==> config.mk <==
export PLATFORM = sky130hd
export DESIGN_NAME = line_fill_engine
export DESIGN_NICKNAME = d
export VERILOG_FILES = /design/src/rtl/line_fill_pkg.sv /design/src/rtl/line_fill_engine.sv
export SDC_FILE = /design/constraint.sdc
export NUM_CORES = 1
export LEC_CHECK = 0
export CAP_MARGIN = 20
export CORE_ASPECT_RATIO = 1.25
export CORE_MARGIN = 4
export CORE_UTILIZATION = 30
export DETAILED_ROUTE_END_ITERATION = 10
export HOLD_SLACK_MARGIN = 0.06
export PLACE_DENSITY_LB_ADDON = 0.12
export SYNTH_ARGS = -nofsm -noshare
export SYNTH_HDL_FRONTEND = slang
export SYNTH_SLANG_ARGS = --single-unit
==> constraint.sdc <==
create_clock -name clk -period 3.8 [get_ports clk]
set_input_delay 0.38 -clock clk [delete_from_list [all_inputs] [get_ports clk]]
set_output_delay 0.38 -clock clk [all_outputs]
set_load 0.01 [all_outputs]
==> src/rtl/line_fill_pkg.sv <==
// Shared types and sizing helpers for the cache line fill engine.
package line_fill_pkg;

  typedef enum logic [1:0] {
    IDLE = 2'd0,
    FILL = 2'd1,
    SEND = 2'd2
  } fill_state_t;

  function automatic int words_per_line(input int cache_size, input int word_width);
    return cache_size / word_width;
  endfunction

  // Counters must be able to hold the value WORDS itself, hence the extra bit.
  function automatic int cnt_width(input int cache_size, input int word_width);
    return $clog2(words_per_line(cache_size, word_width)) + 1;
  endfunction

  localparam int DEFAULT_WORDS = words_per_line(512, 64);
  localparam int DEFAULT_CNT_W = $clog2(DEFAULT_WORDS) + 1;

endpackage

==> src/rtl/line_fill_engine.sv <==
// Fills one cache line at a time: issues word reads to memory, assembles the
// returned words into a line and hands the line back upstream.
module line_fill_engine
  import line_fill_pkg::*;
#(
  parameter int TAGS_WIDTH      = 48,
  parameter int WORD_WIDTH      = 64,
  parameter int CACHE_SIZE      = 512,
  parameter int ADDR_WIDTH      = 32,
  parameter int MAX_OUTSTANDING = 4
) (
  input  logic                  clk,
  input  logic                  rstn,
  input  logic [TAGS_WIDTH-1:0] req_addr_stream_tdata,
  input  logic                  req_addr_stream_tvalid,
  output logic                  req_addr_stream_tready,
  output logic [CACHE_SIZE-1:0] line_data_stream_tdata,
  output logic                  line_data_stream_tvalid,
  input  logic                  line_data_stream_tready,
  output logic [ADDR_WIDTH-1:0] mem_addr_stream_tdata,
  output logic                  mem_addr_stream_tvalid,
  input  logic                  mem_addr_stream_tready,
  input  logic [WORD_WIDTH-1:0] mem_data_stream_tdata,
  input  logic                  mem_data_stream_tvalid,
  output logic                  mem_data_stream_tready,
  output logic [31:0]           fill_count
);

  localparam int WORDS = words_per_line(CACHE_SIZE, WORD_WIDTH);
  localparam int LOG2W = $clog2(WORDS);
  localparam int CW    = cnt_width(CACHE_SIZE, WORD_WIDTH);
  localparam int SUM_W = TAGS_WIDTH + LOG2W;

  localparam logic [CW-1:0] WORDS_C   = CW'(WORDS);
  localparam logic [CW-1:0] MAX_OUT_C = CW'(MAX_OUTSTANDING);
  localparam logic [CW-1:0] ONE_C     = CW'(1);

  fill_state_t           state_q, state_d;
  logic                  rdy_en_q, rdy_en_d;
  logic [TAGS_WIDTH-1:0] tag_q, tag_d;
  logic [CW-1:0]         issue_cnt_q, issue_cnt_d;
  logic [CW-1:0]         rcv_cnt_q, rcv_cnt_d;
  logic [CACHE_SIZE-1:0] line_q, line_d;
  logic [31:0]           fill_count_q, fill_count_d;

  logic [CW-1:0] outstanding_s;
  logic          req_hs_s, addr_hs_s, data_hs_s, line_hs_s;

  // rdy_en_q keeps the request side closed until the first clock after reset.
  assign req_addr_stream_tready  = rdy_en_q && (state_q == IDLE);
  assign outstanding_s           = issue_cnt_q - rcv_cnt_q;
  assign mem_addr_stream_tvalid  = (state_q == FILL) && (issue_cnt_q < WORDS_C) &&
                                   (outstanding_s < MAX_OUT_C);
  assign mem_addr_stream_tdata   = ADDR_WIDTH'((SUM_W'(tag_q) << LOG2W) + SUM_W'(issue_cnt_q));
  assign mem_data_stream_tready  = (state_q == FILL) && (rcv_cnt_q < WORDS_C);
  assign line_data_stream_tvalid = (state_q == SEND);
  assign line_data_stream_tdata  = line_q;
  assign fill_count              = fill_count_q;

  assign req_hs_s  = req_addr_stream_tvalid && req_addr_stream_tready;
  assign addr_hs_s = mem_addr_stream_tvalid && mem_addr_stream_tready;
  assign data_hs_s = mem_data_stream_tvalid && mem_data_stream_tready;
  assign line_hs_s = line_data_stream_tvalid && line_data_stream_tready;

  // Next-state, counter and line-assembly logic.
  always_comb begin
    state_d      = state_q;
    rdy_en_d     = 1'b1;
    tag_d        = tag_q;
    issue_cnt_d  = issue_cnt_q;
    rcv_cnt_d    = rcv_cnt_q;
    line_d       = line_q;
    fill_count_d = fill_count_q;

    for (int k = 0; k < WORDS; k++) begin
      line_d[k*WORD_WIDTH +: WORD_WIDTH] = (data_hs_s && (rcv_cnt_q == CW'(k))) ?
                                           mem_data_stream_tdata :
                                           line_q[k*WORD_WIDTH +: WORD_WIDTH];
    end

    case (state_q)
      IDLE: begin
        if (req_hs_s) begin
          tag_d       = req_addr_stream_tdata;
          issue_cnt_d = {CW{1'b0}};
          rcv_cnt_d   = {CW{1'b0}};
          state_d     = FILL;
        end else begin
          state_d = IDLE;
        end
      end
      FILL: begin
        if (addr_hs_s) begin
          issue_cnt_d = issue_cnt_q + ONE_C;
        end else begin
          issue_cnt_d = issue_cnt_q;
        end
        // Leave on the capture of the last word so the line is offered next cycle.
        if (data_hs_s) begin
          rcv_cnt_d = rcv_cnt_q + ONE_C;
          state_d   = (rcv_cnt_q == (WORDS_C - ONE_C)) ? SEND : FILL;
        end else begin
          rcv_cnt_d = rcv_cnt_q;
        end
      end
      SEND: begin
        if (line_hs_s) begin
          fill_count_d = fill_count_q + 32'd1;
          state_d      = IDLE;
        end else begin
          state_d = SEND;
        end
      end
      default: begin
        state_d = IDLE;
      end
    endcase
  end

  // State and datapath registers.
  always_ff @(posedge clk or negedge rstn) begin
    if (!rstn) begin
      state_q      <= IDLE;
      rdy_en_q     <= 1'b0;
      tag_q        <= {TAGS_WIDTH{1'b0}};
      issue_cnt_q  <= {CW{1'b0}};
      rcv_cnt_q    <= {CW{1'b0}};
      line_q       <= {CACHE_SIZE{1'b0}};
      fill_count_q <= 32'd0;
    end else begin
      state_q      <= state_d;
      rdy_en_q     <= rdy_en_d;
      tag_q        <= tag_d;
      issue_cnt_q  <= issue_cnt_d;
      rcv_cnt_q    <= rcv_cnt_d;
      line_q       <= line_d;
      fill_count_q <= fill_count_d;
    end
  end

endmodule

==> impl_metrics.csv, run 1 <==
group,metric,value,unit
cts,htree_levels,2,
final_layout,area_delta_synth_final,44.1,%
synthesis,synth_cells,1414,
pwr,combPwrFrac,42.8,%
drt,avgRoutedWirePerCell,24.1,um
global_routing,gr-total-overflow,0,
synthesis,synth_area,22700,um2
synthesis,ys_ff_latch,584,
drt,drtAntennaViolNets,0,
cts,cts.sinks,584,
placement,place_ws,0.663,ns
drt,wirelength,75.8,mm
sta,slew-limit-headroom,48.2,%
pwr,p_leak,14.4,nW
setup_path,critPathMostFrequentCell,"ha_1",
setup_path,reg2reg_from,"state_q[0]",
setup_path,r2r_end,"line_data_stream_tdata[509]",
drt,vias,14500,
cts,worstSkewPairLatency,0.63,ns
cts,root_buffer,"clkbuf_16",
synthesis,seq_area_frac_synth,64.3,%
global_routing,antenna_found_initial,3,
global_routing,grt_pass1_vias,15800,
drt,drtPass1Iterations,4,
synthesis,yosysTopAreaCellShare,64.3,%
placement,io_buffers,678,
setup_path,worstPathCellList,"ha_1 -> ha_1 -> nand4_1 -> nor3_4 -> and2_1 -> nand3_1 -> xnor2_1 -> clkdlybuf4s50_1",
setup_path,r2r_slack,1.13,ns
placement,place.gp.congestion,0.794,
synthesis,synthArstFlopShare,100,%
floorplanning,chipWidth,254,um
setup_path,crit_fanout,5,
synthesis,synthMostInstantiatedCell,"dfrtp_1",
min_path,min-delay-start,"req_addr_stream_tdata[25]",
final_layout,fin_util,43.7,%
pwr,p_switching,0.00933,W
floorplanning,initial_core_util,30.3,%
cts,cts.path.max_buffers,3,
sta,period_share,92.7,%
pwr,p_seq_share,36.2,%
min_path,hp-class,"in2reg",
drt,viasPerCell,4.62,
cts,cts_buffers,61,
synthesis,yosys.area.top_type,"dfrtp_1",
sta,fin_crit,3.52,ns
setup_path,path_class,"reg2out",
min_path,holdPathEnd,"tag_q[25]",
sta,fmax,0.284,GHz
cts,path_clk_slew,0.06,ns
sta,worst_slew_pin_slew,0.778,ns
cts,cts_tree,"yes",
drt,first_iter_violations,554,
sta,tns,0,ns
pwr,fin_total_pwr,0.0296,W
synthesis,syn_area_per_cell,16.1,um2
pwr,ir_drop,446,uV
global_routing,track_usage,18.3,%
placement,dpl.hpwl,53.0,mm
sta,finalSetupViolCount,0,
synthesis,ys.flop_type,"dfrtp_1",
setup_path,start_kind,"register",
floorplanning,die_h,316,um
setup_path,cpPeakStageDelay,0.59,ns
floorplanning,core_area,75000,um2
job,drv_cap,0,
floorplanning,row_count,112,
pwr,intPower,0.0203,W
sta,fin_skew,0.0179,ns
sta,drv_slew,0,
sta,finalHoldViolCount,0,
setup_path,worstPathArrival,3.14,ns
setup_path,reg2reg_depth,5,
synthesis,yosys_warnings,0,
global_routing,grt_max_degree,85,
final_layout,layout.nets,2249,
sta,rsz0062_at_grt,"false",
synthesis,ys_top_cells_by_area,"dfrtp_1 (64%), mux2_2 (27%), xnor2_1 (1.5%)",
status,outcome,"completed",
sta,worst_slack,0.276,ns
floorplanning,die-area,80300,um2
final_layout,fillers,6761,
synthesis,yosysUniqueCellTypes,45,
synthesis,synth_nets,1542,
setup_path,cp_slowest_cell,"clkdlybuf4s50_1",
min_path,holdPathStages,2,
global_routing,grt_first_pass_wirelength,109,mm
pwr,pwr-share-clk,21.0,%
setup_path,end_kind,"output port",
final_layout,drive_gt1_share,31.8,%
pwr,sw_frac_of_total,31.5,%
drt,drc,0,
synthesis,yosys-top-cells-count,"dfrtp_1 (584), mux2_2 (541), xnor2_1 (40)",
synthesis,synth_edf_count,0,
setup_path,crit_buf_inv,1,
floorplanning,boundaryPins,698,
setup_path,required,3.42,ns
pwr,power_density,904,nW/um2
sta,whs,0.371,ns
setup_path,cp_top_family,"simple AND/OR/NAND/NOR gates",
[state kept, by name, indices dropped and copies added (netlist names)]
name                    cells
fill_count                 32
issue_cnt_q                 4
line_data_stream_tdata    512
rcv_cnt_q                   4
rdy_en_q                    1
state_q                     2
tag_q                      29
[repair_timing]
| item | CTS | global route |
|---|---|---|
| endpoints found under the setup margin | 3 | 4 |
| resized for setup | 1 | 2 |
| hold buffers | 1 | 0 |
| buffers inserted | 0 | 0 |
| endpoints found under the hold margin | 71 | 0 |
| pin swaps | 0 | 1 |
[metal layers]
| metal | vias up | track usage [%] | wire (um) |
|---|---|---|---|
| met1 | 7518 | 20.2 | 27800 |
| met3 | 116 | 6.92 | 6710 |
| li1 | 6428 | - | - |
| met4 | 0 | 6.06 | 2360 |
| met2 | 481 | 32.4 | 38900 |
| met5 | - | 0 | 0 |
[cell usage in the layout, fill, tap and decap left out, types with 2 or more instances in the layout]
master           instances
inv_6                    2
a21oi_1                  4
clkbuf_1                 9
bufinv_16                5
dfrtp_1                584
ha_1                    10
xor2_1                  18
clkbuf_16               63
nor2_1                  18
clkinv_2                15
o21ai_0                  5
diode_2                  4
buf_12                  11
xnor2_1                 40
nand2_4                  8
clkbuf_8                17
nand4_1                 10
and3_1                   9
clkdlybuf4s50_1        677
nand2b_1                 2
inv_1                    8
mux2_2                 541
nor3_4                   2
nand3_1                 22
and4_1                   8
clkinvlp_4               3
nand3b_1                 3
and2_1                   6
buf_4                   14
nor3_1                   3
nand2_1                 32
[power groups by stage]
| stage | Combinational, W | Clock, W | Sequential, W |
|---|---|---|---|
| finish | 0.0127 | 0.00621 | 0.0107 |
| global placement | 0.0128 | 0 | 0.0107 |
| floorplan | 0.00385 | 0 | 0.0118 |
| CTS | 0.0130 | 0.00643 | 0.0107 |
| detailed placement | 0.0129 | 0 | 0.0108 |
| global route | 0.0135 | 0.00666 | 0.0111 |
[stage by stage]
stage                     std cells  cell area, um2
final                          3145           32800
after global routing           3144           32800
after floorplan                1414           22700
after CTS                      3141           32700
after global placement         3026           30600
after detailed placement       3026           30600
[how the worst max path moves through the flow]
| stage | startpoint | end | slack (ns) | cells after the start |
|---|---|---|---|---|
| after global routing | issue_cnt_q[3] | mem_addr_stream_tdata[27] | 0.01 | 8 |
| after floorplan | issue_cnt_q[3] | mem_addr_stream_tdata[31] | 1.59 | 7 |
| after global placement | issue_cnt_q[3] | mem_addr_stream_tdata[27] | 0.61 | 8 |
| after detailed placement | issue_cnt_q[3] | mem_addr_stream_tdata[27] | 0.66 | 8 |
| final | issue_cnt_q[3] | mem_addr_stream_tdata[27] | 0.28 | 8 |
| after CTS | issue_cnt_q[3] | mem_addr_stream_tdata[27] | 0.08 | 8 |
[area by class of cell]
cell class,instances,area (um2),share of cell area [%]
Sequential cell,584,14600,44.6
Multi-Input combinational cell,762,7660,23.4
Clock buffer,89,1840,5.63
Timing Repair Buffer,704,7130,21.7
Clock inverter,25,265,0.809
Inverter,8,30.0,0.0916
Antenna cell,4,10.0,0.0305
Tap cell,969,1210,3.70
[cells by family after synthesis]
group	after synthesis	share of synthesized area [%]
and+or+nand+nor	133	3.22
muxes	541	26.8
AOI/OAI and AO/OA	19	0.622
xor gates and xnor gates	58	2.23
DFF	584	64.3
buffers and inverters	68	2.30
other	1	0.0165
adders and majority gates	10	0.550
Note: power is estimated with default switching activity, not from simulation.
==> run 2: changes to the inputs <==
--- a/config.mk
+++ b/config.mk
@@ -5,10 +5,11 @@
 export SDC_FILE = /design/constraint.sdc
 export NUM_CORES = 1
 export LEC_CHECK = 0
-export CAP_MARGIN = 20
+export CAP_MARGIN = 0
 export CORE_ASPECT_RATIO = 1.25
 export CORE_MARGIN = 4
 export CORE_UTILIZATION = 30
+export CTS_CLUSTER_SIZE = 14
 export DETAILED_ROUTE_END_ITERATION = 10
 export HOLD_SLACK_MARGIN = 0.06
 export PLACE_DENSITY_LB_ADDON = 0.12
==> impl_metrics.csv, run 2 (synthesized netlist as in run 1, its figures left out) <==
group,metric,value,unit
setup_path,cp_slowest_cell,"clkdlybuf4s50_1",
setup_path,end_kind,"output port",
sta,period_share,92.9,%
setup_path,cpPeakStageDelay,0.59,ns
floorplanning,row_count,112,
placement,place.gp.congestion,0.794,
sta,tns,0,ns
final_layout,final_common_cell,"clkdlybuf4s50_1",
cts,htree_levels,2,
final_layout,multi_input_area,7660,um2
drt,viasPerCell,4.62,
final_layout,area_delta_synth_final,44.2,%
cts,cts.path.max_buffers,3,
sta,fin_crit,3.53,ns
setup_path,crit_buf_inv,1,
global_routing,grt_first_pass_wirelength,109,mm
final_layout,register_area,14600,um2
cts,path_clk_slew,0.06,ns
drt,drc,0,
setup_path,start_kind,"register",
sta,finalSetupViolCount,0,
drt,drtAntennaViolNets,0,
sta,worst_slew_pin_slew,0.777,ns
final_layout,largest_reg_flops,512,
setup_path,critPathMostFrequentCell,"ha_1",
drt,vias,14500,
sta,finalHoldViolCount,0,
cts,worstSkewPairLatency,0.63,ns
cts,root_buffer,"clkbuf_16",
global_routing,antenna_found_initial,3,
final_layout,drive_gt1_share,31.7,%
drt,avgRoutedWirePerCell,24.1,um
job,drv_cap,0,
cts,cts.sinks,584,
floorplanning,boundaryPins,698,
global_routing,track_usage,18.3,%
pwr,power_density,905,nW/um2
cts,cts_buffers,61,
cts,postCtsSetupRepairBufs,0,
final_layout,layout.nets,2249,
final_layout,fillers,6757,
sta,slew-limit-headroom,48.2,%
placement,dpl.hpwl,53.0,mm
drt,drtPass1Iterations,4,
final_layout,final_cell_mix,"clkdlybuf4s50_1 (677), dfrtp_1 (584), mux2_2 (541), clkbuf_16 (63), xnor2_1 (40)",
sta,drv_slew,0,
setup_path,worstPathArrival,3.15,ns
setup_path,required,3.42,ns
sta,rsz0062_at_grt,"false",
pwr,ir_drop,446,uV
global_routing,grt_pass1_vias,15800,
sta,fmax,0.283,GHz
floorplanning,chipWidth,254,um
cts,cts_tree,"yes",
floorplanning,core_area,75000,um2
min_path,hp-class,"in2reg",
pwr,fin_total_pwr,0.0297,W
sta,fin_skew,0.0163,ns
setup_path,cp_top_family,"simple AND/OR/NAND/NOR gates",
floorplanning,die-area,80300,um2
pwr,p_leak,14.4,nW
global_routing,grt_max_degree,85,
floorplanning,initial_core_util,30.3,%
status,outcome,"completed",
setup_path,worstPathCellList,"ha_1 -> ha_1 -> nand4_1 -> nor3_4 -> and2_1 -> nand3_1 -> xnor2_1 -> clkdlybuf4s50_1",
drt,first_iter_violations,525,
floorplanning,die_h,316,um
drt,wirelength,75.8,mm
setup_path,crit_fanout,5,
placement,io_buffers,678,
setup_path,path_class,"reg2out",
global_routing,gr-total-overflow,0,
[run 2: cell count changes in the layout (fill, tap and decap cells not counted), sizes merged]
| cell | before | now |
|---|---|---|
| clkinv | 15 | 14 |
| bufinv | 5 | 6 |
[run 2: worst paths after layout]
kind	from	end	slack, ns	cells after the start
worst max register to register	state_q[0]	line_data_stream_tdata[509]	1.14	5
worst min-delay path	req_addr_stream_tdata[25]	tag_q[25]	0.37	2
worst max-delay path	issue_cnt_q[3]	mem_addr_stream_tdata[27]	0.27	8
max in group asynchronous	rstn	line_data_stream_tdata[363]	2.41	3
min in group asynchronous	rstn	line_data_stream_tdata[28]	0.38	2
worst min register to register	fill_count[31]	fill_count[31]	0.48	1
[run 2: through the flow]
step | setup slack (ns) | cell area (um2) | std cells | util (%) | hold WS (ns)
3_3_place_gp | 0.613 | 30600 | 3026 | 40.8 | 0.464
4_1_cts | 0.0841 | 32800 | 3141 | 43.7 | 0.313
5_1_grt | 0.0112 | 32800 | 3144 | 43.7 | 0.328
3_5_place_dp | 0.663 | 30600 | 3026 | 40.8 | 0.470
2_1_floorplan | 1.59 | 22700 | 1414 | - | 0.0844
6_report | 0.271 | 32800 | 3145 | 43.7 | 0.368
[run 2: cell type report]
| cell class | count | share of cell area (%) |
|---|---|---|
| Sequential cell | 584 | 44.6 |
| Multi-Input combinational cell | 762 | 23.4 |
| Timing Repair Buffer | 704 | 21.7 |
| Clock buffer | 89 | 5.60 |
| Tap cell | 969 | 3.70 |
| Clock inverter | 25 | 0.885 |
| Inverter | 8 | 0.0916 |
| Antenna cell | 4 | 0.0305 |
[run 2: routing by layer]
metal	global-route usage, %	part of all wire (%)	vias to the layer above
met5	0	0	-
met4	6.06	3.1	0
met3	6.92	8.7	112
met2	32.4	51	486
met1	20.2	37	7515
li1	-	-	6432
[run 2: report_power, final]
part	total [W]	internal, W	leakage, nW	switching, W
Clock	0.00626	0.00374	1.05	0.00252
Sequential	0.0107	0.00908	7.32	0.00164
Combinational	0.0127	0.00751	6.03	0.00518
[run 2: repair_timing]
action,in CTS,in global routing
gates resized for setup,1,2
endpoints found under the hold margin,71,0
hold buffers,1,0
endpoints found under the setup margin,3,4
pin swaps,0,1
[run 2: worst register-to-register path, cell delays in order, from the launching register on]
cell and delay (ns):
dfrtp_1 0.49, and4bb_2 0.32, and2_1 0.30, nand2_4 0.53, buf_4 0.49, mux2_2 0.42
==> run 3: changes to the inputs <==
==> constraint.sdc (replaced) <==
create_clock -name clk -period 3.3 [get_ports clk]
set_input_delay 0.33 -clock clk [delete_from_list [all_inputs] [get_ports clk]]
set_output_delay 0.33 -clock clk [all_outputs]
set_load 0.01 [all_outputs]
==> impl_metrics.csv, run 3 (synthesized netlist as in run 1, its figures left out) <==
group,metric,value,unit
cts,worstSkewPairLatency,0.63,ns
setup_path,cp_slowest_cell,"clkdlybuf4s50_1",
setup_path,path_class,"reg2out",
sta,fmax,0.320,GHz
cts,root_buffer,"clkbuf_16",
cts,path_clk_slew,0.06,ns
global_routing,gr-total-overflow,0,
setup_path,worstPathArrival,2.80,ns
sta,finalSetupViolCount,0,
cts,cts.path.max_buffers,3,
setup_path,crit_buf_inv,2,
floorplanning,die_h,316,um
sta,worst_slack,0.171,ns
global_routing,grt_first_pass_wirelength,110,mm
placement,place_ws,0.437,ns
global_routing,grt_max_degree,75,
sta,fin_skew,0.0153,ns
setup_path,cp_top_family,"buffers and inverters",
final_layout,multi_input_area,7670,um2
global_routing,antenna_found_initial,4,
pwr,combPwrFrac,43.4,%
floorplanning,chipWidth,254,um
final_layout,final_cells,3161,
pwr,p_leak,14.5,nW
drt,vias,14800,
setup_path,start_kind,"register",
pwr,ir_drop,533,uV
drt,drtPass1Iterations,4,
sta,worst_slew_pin_slew,0.829,ns
placement,dpl.hpwl,54.2,mm
final_layout,final_cell_mix,"clkdlybuf4s50_1 (667), dfrtp_1 (584), mux2_2 (541), clkbuf_16 (61), xnor2_1 (39)",
global_routing,track_usage,18.5,%
sta,slew-limit-headroom,44.7,%
cts,cts_tree,"yes",
drt,wirelength,76.3,mm
drt,drtAntennaViolNets,0,
min_path,hp-class,"in2async",
floorplanning,boundaryPins,698,
sta,fin_crit,3.13,ns
setup_path,reg2reg_depth,6,
sta,drv_slew,0,
pwr,p_switching,0.0108,W
floorplanning,core_area,75000,um2
drt,drc,0,
sta,tns,0,ns
setup_path,worstPathCellList,"inv_1 -> ha_1 -> nor2_1 -> a2111oi_1 -> o211a_1 -> clkdlybuf4s50_1",
setup_path,cpPeakStageDelay,0.62,ns
cts,cts.sinks,584,
sta,period_share,94.8,%
final_layout,register_area,14600,um2
floorplanning,row_count,112,
global_routing,grt_pass1_vias,16000,
floorplanning,die-area,80300,um2
final_layout,layout.nets,2271,
placement,place_inst,3045,
placement,io_buffers,678,
pwr,p_seq_share,36.5,%
cts,cts_buffers,61,
setup_path,end_kind,"output port",
status,outcome,"completed",
final_layout,fillers,6818,
setup_path,required,2.97,ns
job,drv_cap,0,
sta,finalHoldViolCount,0,
cts,htree_levels,2,
placement,place.gp.congestion,0.791,
pwr,fin_total_pwr,0.0338,W
pwr,sw_frac_of_total,31.8,%
drt,first_iter_violations,453,
setup_path,path_depth,6,
pwr,pwr-share-clk,20.1,%
pwr,intPower,0.0230,W
pwr,power_density,1030,nW/um2
final_layout,largest_reg_flops,512,
floorplanning,initial_core_util,30.3,%
final_layout,final_common_cell,"clkdlybuf4s50_1",
final_layout,drive_gt1_share,32.2,%
setup_path,crit_fanout,5,
drt,viasPerCell,4.67,
drt,avgRoutedWirePerCell,24.1,um
final_layout,area_delta_synth_final,44.3,%
final_layout,fin_util,43.8,%
## run 3: cell count changes in the layout (fill, tap and decap cells not counted), sizes merged, moves of 2 or more
| cell | previous run | this run |
|---|---|---|
| clkbuf | 89 | 95 |
| clkdlybuf4s50 | 677 | 667 |
| dlygate4sd2 | 0 | 7 |
| clkinvlp | 3 | 1 |
| buf | 26 | 48 |
| bufinv | 6 | 1 |
| clkinv | 14 | 9 |
| dlymetal6s2s | 0 | 3 |
## run 3: power groups by stage
stage / Clock (W) / Sequential (W) / Combinational (W)
floorplan: 0 / 0.0136 / 0.00443
global placement: 0 / 0.0123 / 0.0148
finish: 0.00679 / 0.0123 / 0.0147
global route: 0.00731 / 0.0127 / 0.0156
CTS: 0.00707 / 0.0124 / 0.0150
detailed placement: 0 / 0.0124 / 0.0149
## run 3: final timing paths
check,start,endpoint,slack [ns]
worst max-delay path,rcv_cnt_q[1],mem_addr_stream_tvalid,0.17
max in group asynchronous,rstn,line_data_stream_tdata[109],1.84
min in group clk,req_addr_stream_tdata[17],tag_q[17],0.32
worst min-delay path,rstn,line_data_stream_tdata[475],0.29
worst max register to register,state_q[0],line_data_stream_tdata[218],0.86
worst min register to register,fill_count[31],fill_count[31],0.49
## run 3: area by class of cell
class,instances,share of cell area [%]
inverter,8,0.0915
antenna,3,0.0229
sequential,584,44.5
clock inverter,14,0.343
multi-input combinational,762,23.4
tap,969,3.69
clock buffer,95,5.68
timing repair buffer,726,22.3
## run 3: what timing repair did
item,CTS,global route
endpoints found under the hold margin,60,0
buffers inserted,0,3
setup endpoints to repair,8,9
gates resized for setup,10,4
hold buffers,1,0
## run 3: through the flow
step / area (um2) / hold slack, ns
after global placement: 30800 / 0.378
after CTS: 32800 / 0.260
after detailed placement: 30800 / 0.378
after floorplan: 22700 / 0.0344
final: 32800 / 0.294
after global routing: 32800 / 0.293
## run 3: per-layer routing
metal	GRT usage (%)	vias to the layer above	share of wire, %
met1	20.7	7683	37
met4	6.67	2	3.7
met3	6.66	112	8.5
met5	0	-	0.014
li1	-	6489	-
met2	32.4	482	50
